==> src/rtl/mastermind_board_store.sv <==
// Board history store for the Mastermind display path.
// Receives guess/score/game-count/master strobes from the game engine, keeps one row per
// scored round, and serves rows to the VGA renderer through a registered read port.
module mastermind_board_store #(
  parameter int unsigned ROWS    = 8,
  parameter int unsigned GUESS_W = 12,
  parameter int unsigned SCORE_W = 4,
  localparam int unsigned AW     = $clog2(ROWS)
) (
  input  logic               CLOCK_50,
  input  logic               reset,
  input  logic [3:0]         numGames,
  input  logic               loadNumGames,
  input  logic [GUESS_W-1:0] guess,
  input  logic               loadGuess,
  input  logic [SCORE_W-1:0] znarly,
  input  logic [SCORE_W-1:0] zood,
  input  logic               loadZnarlyZood,
  input  logic               clearGame,
  input  logic [GUESS_W-1:0] masterPattern,
  input  logic               displayMaster,
  input  logic [AW-1:0]      rd_addr,
  output logic [GUESS_W-1:0] rd_guess,
  output logic [SCORE_W-1:0] rd_znarly,
  output logic [SCORE_W-1:0] rd_zood,
  output logic               rd_valid,
  output logic [3:0]         games_out,
  output logic [AW:0]        rows_used,
  output logic [GUESS_W-1:0] pending_guess,
  output logic               pending_valid,
  output logic [GUESS_W-1:0] master_out,
  output logic               master_show,
  output logic               board_full,
  output logic               proto_err
);

  localparam logic [0:0] StIdle      = 1'b0;
  localparam logic [0:0] StHaveGuess = 1'b1;

  localparam logic [AW:0] RowsW = (AW+1)'(ROWS);

  logic [0:0]         state_q, state_d;
  logic [AW:0]        rows_q, rows_d;
  logic [GUESS_W-1:0] pend_q, pend_d;
  logic               err_q, err_d;
  logic               wr_en, clr_rows, full;
  logic [AW-1:0]      widx;

  logic [ROWS-1:0]    row_valid_q;
  logic [GUESS_W-1:0] row_guess_q  [ROWS];
  logic [SCORE_W-1:0] row_znarly_q [ROWS];
  logic [SCORE_W-1:0] row_zood_q   [ROWS];

  logic [GUESS_W-1:0] rd_guess_q;
  logic [SCORE_W-1:0] rd_znarly_q, rd_zood_q;
  logic               rd_valid_q;
  logic [3:0]         games_q;
  logic [GUESS_W-1:0] master_q;
  logic               show_q;

  // Rows are filled strictly in order, so the scored-row count doubles as the write pointer.
  assign full = (rows_q == RowsW);
  assign widx = rows_q[AW-1:0];

  // Protocol FSM: clear wins, then the score commits the old guess before a new one latches.
  always_comb begin
    state_d  = state_q;
    rows_d   = rows_q;
    pend_d   = pend_q;
    err_d    = err_q;
    wr_en    = 1'b0;
    clr_rows = 1'b0;
    if (clearGame) begin
      state_d  = StIdle;
      rows_d   = '0;
      err_d    = 1'b0;
      clr_rows = 1'b1;
    end else begin
      if (loadZnarlyZood) begin
        if (state_q == StIdle) begin
          err_d = 1'b1;
        end else begin
          state_d = StIdle;
          if (full) begin
            err_d = 1'b1;
          end else begin
            wr_en  = 1'b1;
            rows_d = rows_q + 1'b1;
          end
        end
      end
      if (loadGuess) begin
        // A second guess without a score in between loses the first one.
        if (state_q == StHaveGuess && !loadZnarlyZood) err_d = 1'b1;
        pend_d  = guess;
        state_d = StHaveGuess;
      end
    end
  end

  // FSM and counter state.
  always_ff @(posedge CLOCK_50 or posedge reset) begin
    if (reset) begin
      state_q <= StIdle;
      rows_q  <= '0;
      pend_q  <= '0;
      err_q   <= 1'b0;
    end else begin
      state_q <= state_d;
      rows_q  <= rows_d;
      pend_q  <= pend_d;
      err_q   <= err_d;
    end
  end

  // Board row storage; clear only drops valid bits, stale data is masked by them.
  always_ff @(posedge CLOCK_50 or posedge reset) begin
    if (reset) begin
      row_valid_q <= '0;
      for (int i = 0; i < int'(ROWS); i++) begin
        row_guess_q[i]  <= '0;
        row_znarly_q[i] <= '0;
        row_zood_q[i]   <= '0;
      end
    end else if (clr_rows) begin
      row_valid_q <= '0;
    end else if (wr_en) begin
      row_valid_q[widx]  <= 1'b1;
      row_guess_q[widx]  <= pend_q;
      row_znarly_q[widx] <= znarly;
      row_zood_q[widx]   <= zood;
    end
  end

  // Registered read port; sees pre-write contents of a row written in the same cycle.
  always_ff @(posedge CLOCK_50 or posedge reset) begin
    if (reset) begin
      rd_guess_q  <= '0;
      rd_znarly_q <= '0;
      rd_zood_q   <= '0;
      rd_valid_q  <= 1'b0;
    end else if (32'(rd_addr) < ROWS) begin
      rd_guess_q  <= row_guess_q[rd_addr];
      rd_znarly_q <= row_znarly_q[rd_addr];
      rd_zood_q   <= row_zood_q[rd_addr];
      rd_valid_q  <= row_valid_q[rd_addr];
    end else begin
      rd_guess_q  <= '0;
      rd_znarly_q <= '0;
      rd_zood_q   <= '0;
      rd_valid_q  <= 1'b0;
    end
  end

  // Game count and master pattern registers, independent of the FSM and of clearGame.
  always_ff @(posedge CLOCK_50 or posedge reset) begin
    if (reset) begin
      games_q  <= '0;
      master_q <= '0;
      show_q   <= 1'b0;
    end else begin
      if (loadNumGames)  games_q  <= numGames;
      if (displayMaster) master_q <= masterPattern;
      show_q <= displayMaster;
    end
  end

  assign rd_guess      = rd_guess_q;
  assign rd_znarly     = rd_znarly_q;
  assign rd_zood       = rd_zood_q;
  assign rd_valid      = rd_valid_q;
  assign games_out     = games_q;
  assign rows_used     = rows_q;
  assign pending_guess = pend_q;
  assign pending_valid = (state_q == StHaveGuess);
  assign master_out    = master_q;
  assign master_show   = show_q;
  assign board_full    = full;
  assign proto_err     = err_q;

endmodule

==> config.mk <==
export PLATFORM = sky130hd
export DESIGN_NAME = mastermind_board_store
export DESIGN_NICKNAME = d
export VERILOG_FILES = /design/src/rtl/mastermind_board_store.sv
export SDC_FILE = /design/constraint.sdc
export NUM_CORES = 1
export LEC_CHECK = 0
export BUFFER_PORTS_ARGS = -buffer_cell sky130_fd_sc_hd__buf_4
export CAP_MARGIN = 10
export CELL_PAD_IN_SITES_DETAIL_PLACEMENT = 0
export CELL_PAD_IN_SITES_GLOBAL_PLACEMENT = 1
export CORE_MARGIN = 3
export CORE_UTILIZATION = 50
export CTS_BUF_LIST = sky130_fd_sc_hd__clkbuf_4
export DETAILED_ROUTE_END_ITERATION = 8
export GPL_ROUTABILITY_DRIVEN = 1
export PLACE_DENSITY_LB_ADDON = 0.1
export SKIP_LAST_GASP = 1
export SYNTH_ARGS = -nofsm -noshare
export SYNTH_HDL_FRONTEND = slang
export SYNTH_SLANG_ARGS = --single-unit
==> constraint.sdc <==
create_clock -name CLOCK_50 -period 11.3 [get_ports CLOCK_50]
set_input_delay 1.13 -clock CLOCK_50 [delete_from_list [all_inputs] [get_ports CLOCK_50]]
set_output_delay 1.13 -clock CLOCK_50 [all_outputs]
set_load 0.01 [all_outputs]
== Word-level counts from Yosys, hierarchy flattened ==
Cells that the tools add are included.
Operators by class
  add/subtract/negate cells: 1
  order comparisons: 6
  eq/ne operators: 2
  multiplexer cells: 40
  bitwise gates (word level): 5
  reduce and logical (&&, ||, !) cells: 11
Operator list (number)
  $bwmux W96: 1
  $bwmux W32: 2
  $bmux W12 S3: 1
  $demux W12 S3: 1
  $mux W12: 3
  $mux W4: 9
  $bmux W4 S3: 2
  $mux W1: 16
  $mux W8: 2
  $demux W4 S3: 1
  $ge A4 B4 Y1 const B: 2
  $lt A3 B4 Y1 const B: 2
  $not A3 Y4: 2
  $or A8 B8 Y8: 1
  $reduce_bool A2 Y1: 3
  $add A4 B1 Y4 const B: 1
  $eq A4 B4 Y1 const B: 1
  $lt A4 B1 Y1 const B: 1
  $reduce_and A2 Y1: 2
  $bmux W1 S3: 1
  $demux W1 S3: 1
  $ge A3 B1 Y1 const B: 1
  $logic_and A1 B1 Y1: 3
  $reduce_and A3 Y1: 1
  4 further kinds: 5
Word-level totals
  register bits: 224
  bits of input ports: 46
  output and inout port bits: 57
  logic and storage cells: 101

== Longest topological paths before layout ==
Gate-level depths: netlist of the first run.
  depth in word-level cells: 7
  gate-level depth with buffers: 6
  mapped depth without buffers: 5

== Worst setup path before layout of the first run ==
OpenSTA, ideal clock, no wires.
  path kind: input port to flip-flop
  from: input port rd_addr[2]
  to: register rd_guess_q[10] (netlist: rd_guess[10])
  setup time: 0.125 ns
  arrival: 2.183 ns
  data required time: 11.175 ns
  path slack: 8.993 ns
  stages: 4
  buffers on the path: 2
  cell sequence: buf_2 -> clkbuf_1 -> mux4_2 -> mux2_2
Between the ends
  cells in the longest elaborated chain, start to end: 4
Ends and longest elaborated chain
  start: declaration: RTL line 22  | input logic [AW-1:0] rd_addr,
  $not A3 Y4 (implied by the code): RTL line 143  | rd_guess_q <= row_guess_q[rd_addr];
  $bmux W12 S3: RTL line 143
  $mux W12 (implied by the code) (2 in series): RTL line 143
  end signal: assignment: RTL line 143
  end: declaration: RTL line 54  | logic [GUESS_W-1:0] rd_guess_q;
No other way between the ends. The select of a mux whose other input is x is not followed.
A chain may end at the register's enable or synchronous reset.

== Final worst setup path of the first run ==
  from: register rows_q[0] (netlist: rows_used[0])
  to: output port board_full
Between the ends
  cells in the longest elaborated chain, start to end: 1
Ends and longest elaborated chain
  start: declaration: RTL line 43  | logic [AW:0] rows_q, rows_d;
  start signal: assignment: RTL line 110  | rows_q <= rows_d;
  $eq A4 B4 Y1: RTL line 62  | assign full = (rows_q == RowsW);
  end: declaration: RTL line 33  | output logic board_full,
No other way between the ends.

==> flow_metrics.tcl, run 1 <==
set metrics [dict create \
    status "complete, no violations" \
    final_antenna_net_count 0 \
    slew_headroom 0.329 \
    yosys.area_share.simple 0.0144 \
    fin_setup_tns_ns 0 \
    worstHoldPathType "register to register" \
    worst-endpoint-required_ns 10.17 \
    syn_nets 610 \
    cts.hold.buffers_added 0 \
    wl_per_cell_um 20.2 \
    final-max-slew-violation-count 0 \
    clock_latency_ns 0.64 \
    worst_path_arrival_ns 1.92 \
    start_util 0.521 \
    synth-compound-area-share 0.00917 \
    critPathLaunchType "register" \
    synth_top_family_by_area "multiplexers" \
    max_freq_mhz 327 \
    postSynthRegisterBits 224 \
    primary_flip_flop_cell_chosen_by_synthesis_mapping "sky130_fd_sc_hd__dfrtp_1" \
    max-clock-path-buffers 3 \
    dr_total_vias 5365 \
    remaining_global_route_overflow 0 \
    design.die.area_um2 20800 \
    timing_hold_violations_final 0 \
    p_leak_nw 5.73 \
    multiInputGateArea_um2 3700 \
    clock_tree.htree_level_count 2 \
    place_hpwl_um 11400 \
    yosys-top-cells-count "sky130_fd_sc_hd__dfrtp_1 (224), sky130_fd_sc_hd__mux2_2 (196), sky130_fd_sc_hd__mux4_1 (30)" \
    synth_area_leaders "sky130_fd_sc_hd__dfrtp_1 (59%), sky130_fd_sc_hd__mux2_2 (23%), sky130_fd_sc_hd__mux4_1 (8.3%)" \
    fin_util 0.608 \
    ir_worst_vdd_v 0.0000913 \
    place_ws_ns 8.21 \
    coreArea_um2 18300 \
    top_area_cell_type_share_of_the_netlist_area 0.587 \
    synth_edf_count 0 \
    syn-mean-instance-area_um2 17.0 \
    yosysSeqAreaShare 0.587 \
    instances_no_fill 965 \
    grt_start_max_net_pins 145 \
    route.detailed.vias_per_inst 5.56 \
    timing.max_cap.violations 0 \
    yosys.area_share.adder 0.00262 \
    synth.mux.area_fraction 0.361 \
    finalWorstPathRequiredPeriod_ns 3.05 \
    drc 0 \
    yosys_warnings 0 \
    clock_tree.root_cell "sky130_fd_sc_hd__clkbuf_4" \
    proportion_of_layout_cells_with_a_drive_suffix_above_1 0.559 \
    rsz0062_at_grt "false" \
    report.final.setup_viol 0 \
    finish.net_count 748 \
    post_syn_instances 562 \
    tritoncts "yes" \
    globalplace.congestion 0.747 \
    power.density_cell_area_nw_per_um2 155 \
    portBuffers 102 \
    finalWorstSetupSlack_ns 8.25 \
    fin_worst_hold_slack_ns 0.471 \
    yosys.cell_types.count 30 \
    dr_iter_0_viols 178 \
    placedCellCount 869 \
    antenna_found_initial 1 \
    fp.dieW_um 144 \
    worstPathMaxFanout 10 \
    cts_buffers 58 \
    path_clk_slew_ns 0.07 \
    sequential_cell_area_um2 5610 \
    fin_skew_ns 0.0198 \
    num_rows 49 \
    cts_num_sinks 224 \
    crit_path_end_kind "primary output" \
    worst_margin_slew_ns 1.01 \
    worst-r2r-setup-slack_ns 8.79 \
    synthMostInstantiatedCell "sky130_fd_sc_hd__dfrtp_1" \
    cts_setup_buffers 0 \
    drt_first_pass_iters 4 \
    area_delta_synth_final_pct 16.8 \
    criticalPathCategory "register to primary output" \
    grt_pass1_vias 6015 \
    post_synth_xor_xnor_area 0 \
    finalWirelength_um 19500 \
    async_reset_ff_frac 1.00 \
    die_h_um 144 \
    global_route.usage.total 0.194 \
    ctsResizeCount 0 \
    min_period_over_period 0.270 \
    pin_count 103 \
    post_synth_instance_area_um2 9550 \
    filler_cell_count 1454 \
    synth_top_area_cell "sky130_fd_sc_hd__dfrtp_1" \
    first_pass_grt_wire_length_um 31700 \
]
==> logic make-up after synthesis <==
family                   count (synthesis)
multiplexers                           254
buffers and inverters                   42
AO/OA/AOI/OAI                           15
adder cells (fa/ha/maj)                  2
flip-flops                             224
AND/OR/NAND/NOR                         25
==> where the power goes <==
group | leakage [nW] | switching [mW] | internal, mW
registers | 3.00 | 0.0416 | 0.862
clock network | 0.419 | 0.299 | 0.348
logic | 2.31 | 0.0709 | 0.107
==> through the flow <==
step	total power, mW	instance area [um2]
2_1_floorplan	1.02	9550
3_3_place_gp	1.09	10500
3_5_place_dp	1.10	10500
4_1_cts	1.76	11100
5_1_grt	1.83	11100
6_report	1.73	11100
==> worst max-delay path, cell delays in order, from the launching register on <==
cell and delay, ns:
sky130_fd_sc_hd__dfrtp_1 0.54, sky130_fd_sc_hd__inv_1 0.15, sky130_fd_sc_hd__ha_1 0.26, sky130_fd_sc_hd__and3b_1 0.21, sky130_fd_sc_hd__buf_4 0.15
==> state kept, by name, summed over array words and instances (netlist names), 8 cells and up <==
| register | count |
|---|---|
| row_zood_q | 32 |
| row_znarly_q | 32 |
| master_out | 12 |
| row_guess_q | 96 |
| pending_guess | 12 |
| row_valid_q | 8 |
| rd_guess | 12 |
==> cell type report <==
cell class,count,area share
Clock inverter,7,0.00236
Tap cell,229,0.0257
Timing Repair Buffer,110,0.0741
Inverter,10,0.00404
Antenna cell,1,0.000224
Clock buffer,88,0.0593
Multi-Input combinational cell,296,0.332
Sequential cell,224,0.503
==> path summary, 6_finish.rpt <==
kind	from	to	cells after the start
min in group asynchronous	reset	games_out[1]$_DFFE_PP0P_	2
min reg2reg	row_valid_q[6]$_DFFE_PP0P_	row_valid_q[6]$_DFFE_PP0P_	1
max in group asynchronous	reset	row_zood_q[15]$_DFFE_PP0P_	3
min	row_valid_q[6]$_DFFE_PP0P_	row_valid_q[6]$_DFFE_PP0P_	1
max reg2reg	rows_used[0]$_DFFE_PP0P_	row_zood_q[17]$_DFFE_PP0P_	6
max	rows_used[0]$_DFFE_PP0P_	board_full	4
==> placed cells by master (no fill, tap or decap), types with 4 or more instances in the layout <==
master                       n
sky130_fd_sc_hd__nand2_1     6
sky130_fd_sc_hd__a21oi_1     4
sky130_fd_sc_hd__mux4_2     12
sky130_fd_sc_hd__clkbuf_4   88
sky130_fd_sc_hd__mux2_2    196
sky130_fd_sc_hd__nor2_1      6
sky130_fd_sc_hd__mux2_1     14
sky130_fd_sc_hd__dfrtp_1   224
sky130_fd_sc_hd__mux4_1     30
sky130_fd_sc_hd__nand3_1     5
sky130_fd_sc_hd__o21ai_0     6
sky130_fd_sc_hd__inv_1       9
sky130_fd_sc_hd__clkinv_1    6
sky130_fd_sc_hd__buf_4     110
==> metal layers <==
layer	part of all wire	global-route usage	vias to the layer above
met5	0	0	-
met4	0.011	0.0560	0
met3	0.046	0.0453	26
met2	0.51	0.328	117
met1	0.43	0.254	2824
li1	-	-	2398
(Power assumes the default switching activity.)
==> run 2, diff against run 1 <==
CORE_UTILIZATION = 47   (was 50)
clock period = 2.54 ns   (was 11.3 ns; I/O delays follow)
==> flow_metrics.tcl, run 2 (synthesized netlist as in run 1, its figures left out) <==
set metrics [dict create \
    cts.hold.buffers_added 48 \
    crit_cells 4 \
    max-clock-path-buffers 3 \
    worstPathMaxFanout 10 \
    fin_skew_ns 0.0149 \
    power.density_cell_area_nw_per_um2 666 \
    hold_path_end "rd_guess[8]$_DFF_PP0_" \
    antenna_found_initial 1 \
    critical_path.max_stage_delay_ns 0.49 \
    r2r-end "row_guess_q[57]$_DFFE_PP0P_" \
    dr_total_vias 5674 \
    instances_no_fill 1073 \
    clock_latency_ns 0.65 \
    layout.cell_area.non_filler_um2 11900 \
    slowest_stage_cell_on_the_critical_path "sky130_fd_sc_hd__dfrtp_1" \
    proportion_of_layout_cells_with_a_drive_suffix_above_1 0.531 \
    max_flop_register "row_guess_q" \
    grt_start_max_net_pins 52 \
    start_util 0.484 \
    min_period_over_period 0.832 \
    top_regs "row_guess_q (96), row_znarly_q (32), row_zood_q (32)" \
    path_clk_slew_ns 0.06 \
    dr_iter_0_viols 152 \
    status "complete, no violations" \
    place_hpwl_um 12300 \
    place_ws_ns 0.584 \
    timing_hold_violations_final 0 \
    dpl_cell_area_um2 10700 \
    r2r_worst_path_depth 6 \
    fin_setup_tns_ns 0 \
    worst-r2r-setup-slack_ns 0.59 \
    worst_path_arrival_ns 1.86 \
    portBuffers 102 \
    global_route.usage.total 0.194 \
    clock_tree.root_cell "sky130_fd_sc_hd__clkbuf_4" \
    finalWirelength_um 20400 \
    critical-path-top-delay-family "flip-flops" \
    ir_worst_vdd_v 0.000368 \
    largest_register_ff_count 96 \
    wl_per_cell_um 19.0 \
    drt_first_pass_iters 4 \
    design.die.area_um2 22100 \
    crit_buf_inv 2 \
    layout_commonest_cell "sky130_fd_sc_hd__dfrtp_1" \
    cts_buffers 59 \
    die_h_um 149 \
    critPathLaunchType "register" \
    hold_path.startpoint "rd_addr[0]" \
    crit_path_end_kind "primary output" \
    remaining_global_route_overflow 0 \
    timing.max_cap.violations 0 \
    worstReg2RegStart "rows_used[0]$_DFFE_PP0P_" \
    finish.net_count 809 \
    globalplace.congestion 0.744 \
    clock_tree.htree_level_count 2 \
    num_rows 51 \
    coreArea_um2 19700 \
    criticalPathCategory "register to primary output" \
    ctsResizeCount 0 \
    cts_setup_buffers 0 \
    drc 0 \
    route.detailed.vias_per_inst 5.29 \
    rsz0062_at_grt "false" \
    tritoncts "yes" \
    finalWorstPathRequiredPeriod_ns 2.11 \
    fin_worst_hold_slack_ns 0.148 \
    layout.cells.most_common_list "sky130_fd_sc_hd__dfrtp_1 (224), sky130_fd_sc_hd__mux2_2 (196), sky130_fd_sc_hd__buf_4 (116), sky130_fd_sc_hd__clkbuf_4 (92), sky130_fd_sc_hd__dlygate4sd3_1 (48)" \
    final-max-slew-violation-count 0 \
    worst_margin_slew_ns 0.713 \
    worst-endpoint-required_ns 2.29 \
    grt_pass1_vias 6354 \
    area_delta_synth_final_pct 24.6 \
    path_cells "inv_1, ha_1, and3b_1, buf_4" \
    max_freq_mhz 473 \
    worstHoldPathType "input pin to register" \
    p_leak_nw 6.04 \
    pin_count 103 \
    slew_headroom 0.524 \
    placedCellCount 917 \
    holdPathStages 2 \
    fp.dieW_um 149 \
    report.final.setup_viol 0 \
    first_pass_grt_wire_length_um 33700 \
    cts_num_sinks 224 \
    finalWorstSetupSlack_ns 0.428 \
    final_antenna_net_count 0 \
]
-- run 2: how the worst max path moves through the flow --
stage / startpoint / endpoint / slack [ns]
floorplan: reset / games_out[0]$_DFFE_PP0P_ / -0.64
global route: rows_used[0]$_DFFE_PP0P_ / board_full / 0.27
finish: rows_used[0]$_DFFE_PP0P_ / board_full / 0.43
detailed placement: rows_used[0]$_DFFE_PP0P_ / row_guess_q[56]$_DFFE_PP0P_ / 0.58
CTS: rows_used[0]$_DFFE_PP0P_ / board_full / 0.36
global placement: rows_used[0]$_DFFE_PP0P_ / row_guess_q[86]$_DFFE_PP0P_ / 0.64
-- run 2: layout make-up --
type	instances	area (um2)
sequential	224	5610
multi-input combinational	296	3700
fill	1529	7820
inverter	10	41.3
clock buffer	92	691
timing repair buffer	170	1470
tap	265	332
antenna	2	5.00
clock inverter	14	53.8
-- run 2: worst register-to-register path, delay by kind of cell (launching register included) --
family                   cells  cell delay (ns)
AO/OA/AOI/OAI                1             0.23
adder cells (fa/ha/maj)      1             0.24
buffers and inverters        2             0.41
flip-flops                   1             0.49
multiplexers                 1             0.35
AND/OR/NAND/NOR              1             0.11
-- run 2: report_power, final --
| part | total (mW) | switching [mW] | internal [mW] |
|---|---|---|---|
| sequential | 4.02 | 0.189 | 3.83 |
| clock | 3.01 | 1.38 | 1.63 |
| combinational | 0.891 | 0.342 | 0.549 |
| total | 7.92 | 1.91 | 6.02 |
-- run 2: per-stage QoR --
step / utilization / power (mW)
detailed placement: 0.541 / 4.93
finish: 0.603 / 7.92
floorplan: - / 4.55
CTS: 0.603 / 8.09
global placement: 0.541 / 4.89
global route: 0.603 / 8.42
-- run 2: routing by layer --
layer	vias to the layer above	GRT usage	part of all wire	wire length (um)
li1	2537	-	-	-
met1	3009	0.250	0.43	8700
met2	103	0.333	0.53	10700
met3	25	0.0344	0.032	651
met4	0	0.0661	0.014	284
met5	-	0	0	0
==> run 3, diff against run 2 <==
CORE_UTILIZATION = 50   (was 47)
clock period = 2.2 ns   (was 2.54 ns; I/O delays follow)
==> flow_metrics.tcl, run 3 (synthesized netlist as in run 1, its figures left out) <==
set metrics [dict create \
    max_flop_register "row_guess_q" \
    finalWirelength_um 20200 \
    cts_buffers 58 \
    sw_power_mw 2.16 \
    crit_path_end_kind "primary output" \
    antenna_found_initial 1 \
    drc 0 \
    dr_total_vias 5665 \
    globalplace.congestion 0.702 \
    proportion_of_layout_cells_with_a_drive_suffix_above_1 0.534 \
    finish.net_count 805 \
    final-max-slew-violation-count 0 \
    clock_power_share 0.377 \
    tritoncts "yes" \
    filler_cell_count 1388 \
    sw_frac_of_total 0.238 \
    worst_path_arrival_ns 1.74 \
    slew_headroom 0.553 \
    p_comb_frac 0.112 \
    sequentialPowerShare 0.511 \
    wl_per_cell_um 19.7 \
    min_period_over_period 0.893 \
    status "complete, no violations" \
    power.density_cell_area_nw_per_um2 770 \
    place_ws_ns 0.375 \
    worst-endpoint-required_ns 1.98 \
    timing.max_cap.violations 0 \
    rsz0062_at_grt "false" \
    die_h_um 144 \
    clock_latency_ns 0.65 \
    top_regs "row_guess_q (96), row_znarly_q (32), row_zood_q (32)" \
    remaining_global_route_overflow 0 \
    critPathLaunchType "register" \
    grt_pass1_vias 6331 \
    intPower_mw 6.91 \
    grt_start_max_net_pins 98 \
    layout.cells.most_common_list "sky130_fd_sc_hd__dfrtp_1 (224), sky130_fd_sc_hd__mux2_2 (196), sky130_fd_sc_hd__buf_4 (114), sky130_fd_sc_hd__clkbuf_4 (92), sky130_fd_sc_hd__dlygate4sd3_1 (48)" \
    final_antenna_net_count 0 \
    area_delta_synth_final_pct 23.4 \
    drt_first_pass_iters 4 \
    criticalPathCategory "register to primary output" \
    path_clk_slew_ns 0.06 \
    cts_num_sinks 224 \
    timing_hold_violations_final 0 \
    layout_commonest_cell "sky130_fd_sc_hd__dfrtp_1" \
    report.final.setup_viol 0 \
    dpl_cell_area_um2 10600 \
    first_pass_grt_wire_length_um 32900 \
    p_leak_nw 6.01 \
    worst_margin_slew_ns 0.671 \
    fp.dieW_um 144 \
    fin_total_pwr_mw 9.07 \
    cts.hold.buffers_added 48 \
    route.detailed.vias_per_inst 5.53 \
    start_util 0.521 \
    worstHoldPathType "input pin to register" \
    portBuffers 102 \
    coreArea_um2 18300 \
    ir_worst_vdd_v 0.000447 \
    ctsResizeCount 0 \
    clock_tree.htree_level_count 2 \
    fin_skew_ns 0.0230 \
    finalWorstPathRequiredPeriod_ns 1.96 \
    pin_count 103 \
    instances_no_fill 1025 \
    fin_setup_tns_ns 0 \
    max_freq_mhz 509 \
    clock_tree.root_cell "sky130_fd_sc_hd__clkbuf_4" \
    finalWorstSetupSlack_ns 0.236 \
    global_route.usage.total 0.205 \
    cts_setup_buffers 0 \
    worstPathMaxFanout 7 \
    placedCellCount 878 \
    max-clock-path-buffers 3 \
    num_rows 49 \
    largest_register_ff_count 96 \
    place_hpwl_um 11900 \
    dr_iter_0_viols 229 \
    layout.cell_area.non_filler_um2 11800 \
    design.die.area_um2 20800 \
]
-- run 3: changes by cell type in the layout (fill, tap and decap cells not counted), sizes merged --
| cell | before | now |
|---|---|---|
| clkinv | 13 | 4 |
| buf | 122 | 119 |
-- run 3: power groups by stage --
stage	Combinational, mW	Clock [mW]	Sequential, mW
finish	1.02	3.42	4.64
global route	1.11	3.77	4.68
CTS	1.04	3.55	4.64
detailed placement	0.964	0	4.71
global placement	0.933	0	4.68
floorplan	0.558	0	4.69
-- run 3: stage by stage --
step	hold slack (ns)	util
6_report	0.113	0.643
5_1_grt	0.0560	0.643
4_1_cts	0.0480	0.642
3_5_place_dp	0.428	0.577
3_3_place_gp	0.426	0.577
2_1_floorplan	0.251	-
-- run 3: cell type report --
class                   instances  area, um2  share of cell area
diodes                          2       5.00            0.000425
repair buffers                167       1440               0.122
clock buffers                  92        691              0.0586
multi-input cells             296       3700               0.314
well taps                     229        287              0.0243
inverters                      10       41.3             0.00351
flip-flops and latches        224       5610               0.476
clock inverters                 5       18.8             0.00159
-- run 3: metal layers --
layer	global-route usage	part of all wire
met1	0.266	0.43
met5	0	0
met3	0.0377	0.042
met2	0.350	0.51
met4	0.0707	0.015
-- run 3: final timing paths --
check / slack [ns] / cells after the start / to / startpoint
worst max register to register: 0.32 / 4 / pending_valid$_DFFE_PP0P_ / pending_valid$_DFFE_PP0P_
max in group asynchronous: 1.29 / 4 / row_znarly_q[17]$_DFFE_PP0P_ / reset
worst max-delay path: 0.24 / 4 / board_full / rows_used[1]$_DFFE_PP0P_
min in group asynchronous: 0.30 / 4 / rd_zood[1]$_DFF_PP0_ / reset
worst min-delay path: 0.11 / 2 / rd_guess[11]$_DFF_PP0_ / rd_addr[0]
worst min register to register: 0.49 / 1 / row_valid_q[6]$_DFFE_PP0P_ / row_valid_q[6]$_DFFE_PP0P_
-- run 3: worst max-delay path: stages (launching register included) --
cell and delay, ns:
sky130_fd_sc_hd__dfrtp_1 0.45, sky130_fd_sc_hd__inv_1 0.07, sky130_fd_sc_hd__ha_1 0.20, sky130_fd_sc_hd__and3b_1 0.22, sky130_fd_sc_hd__buf_4 0.15
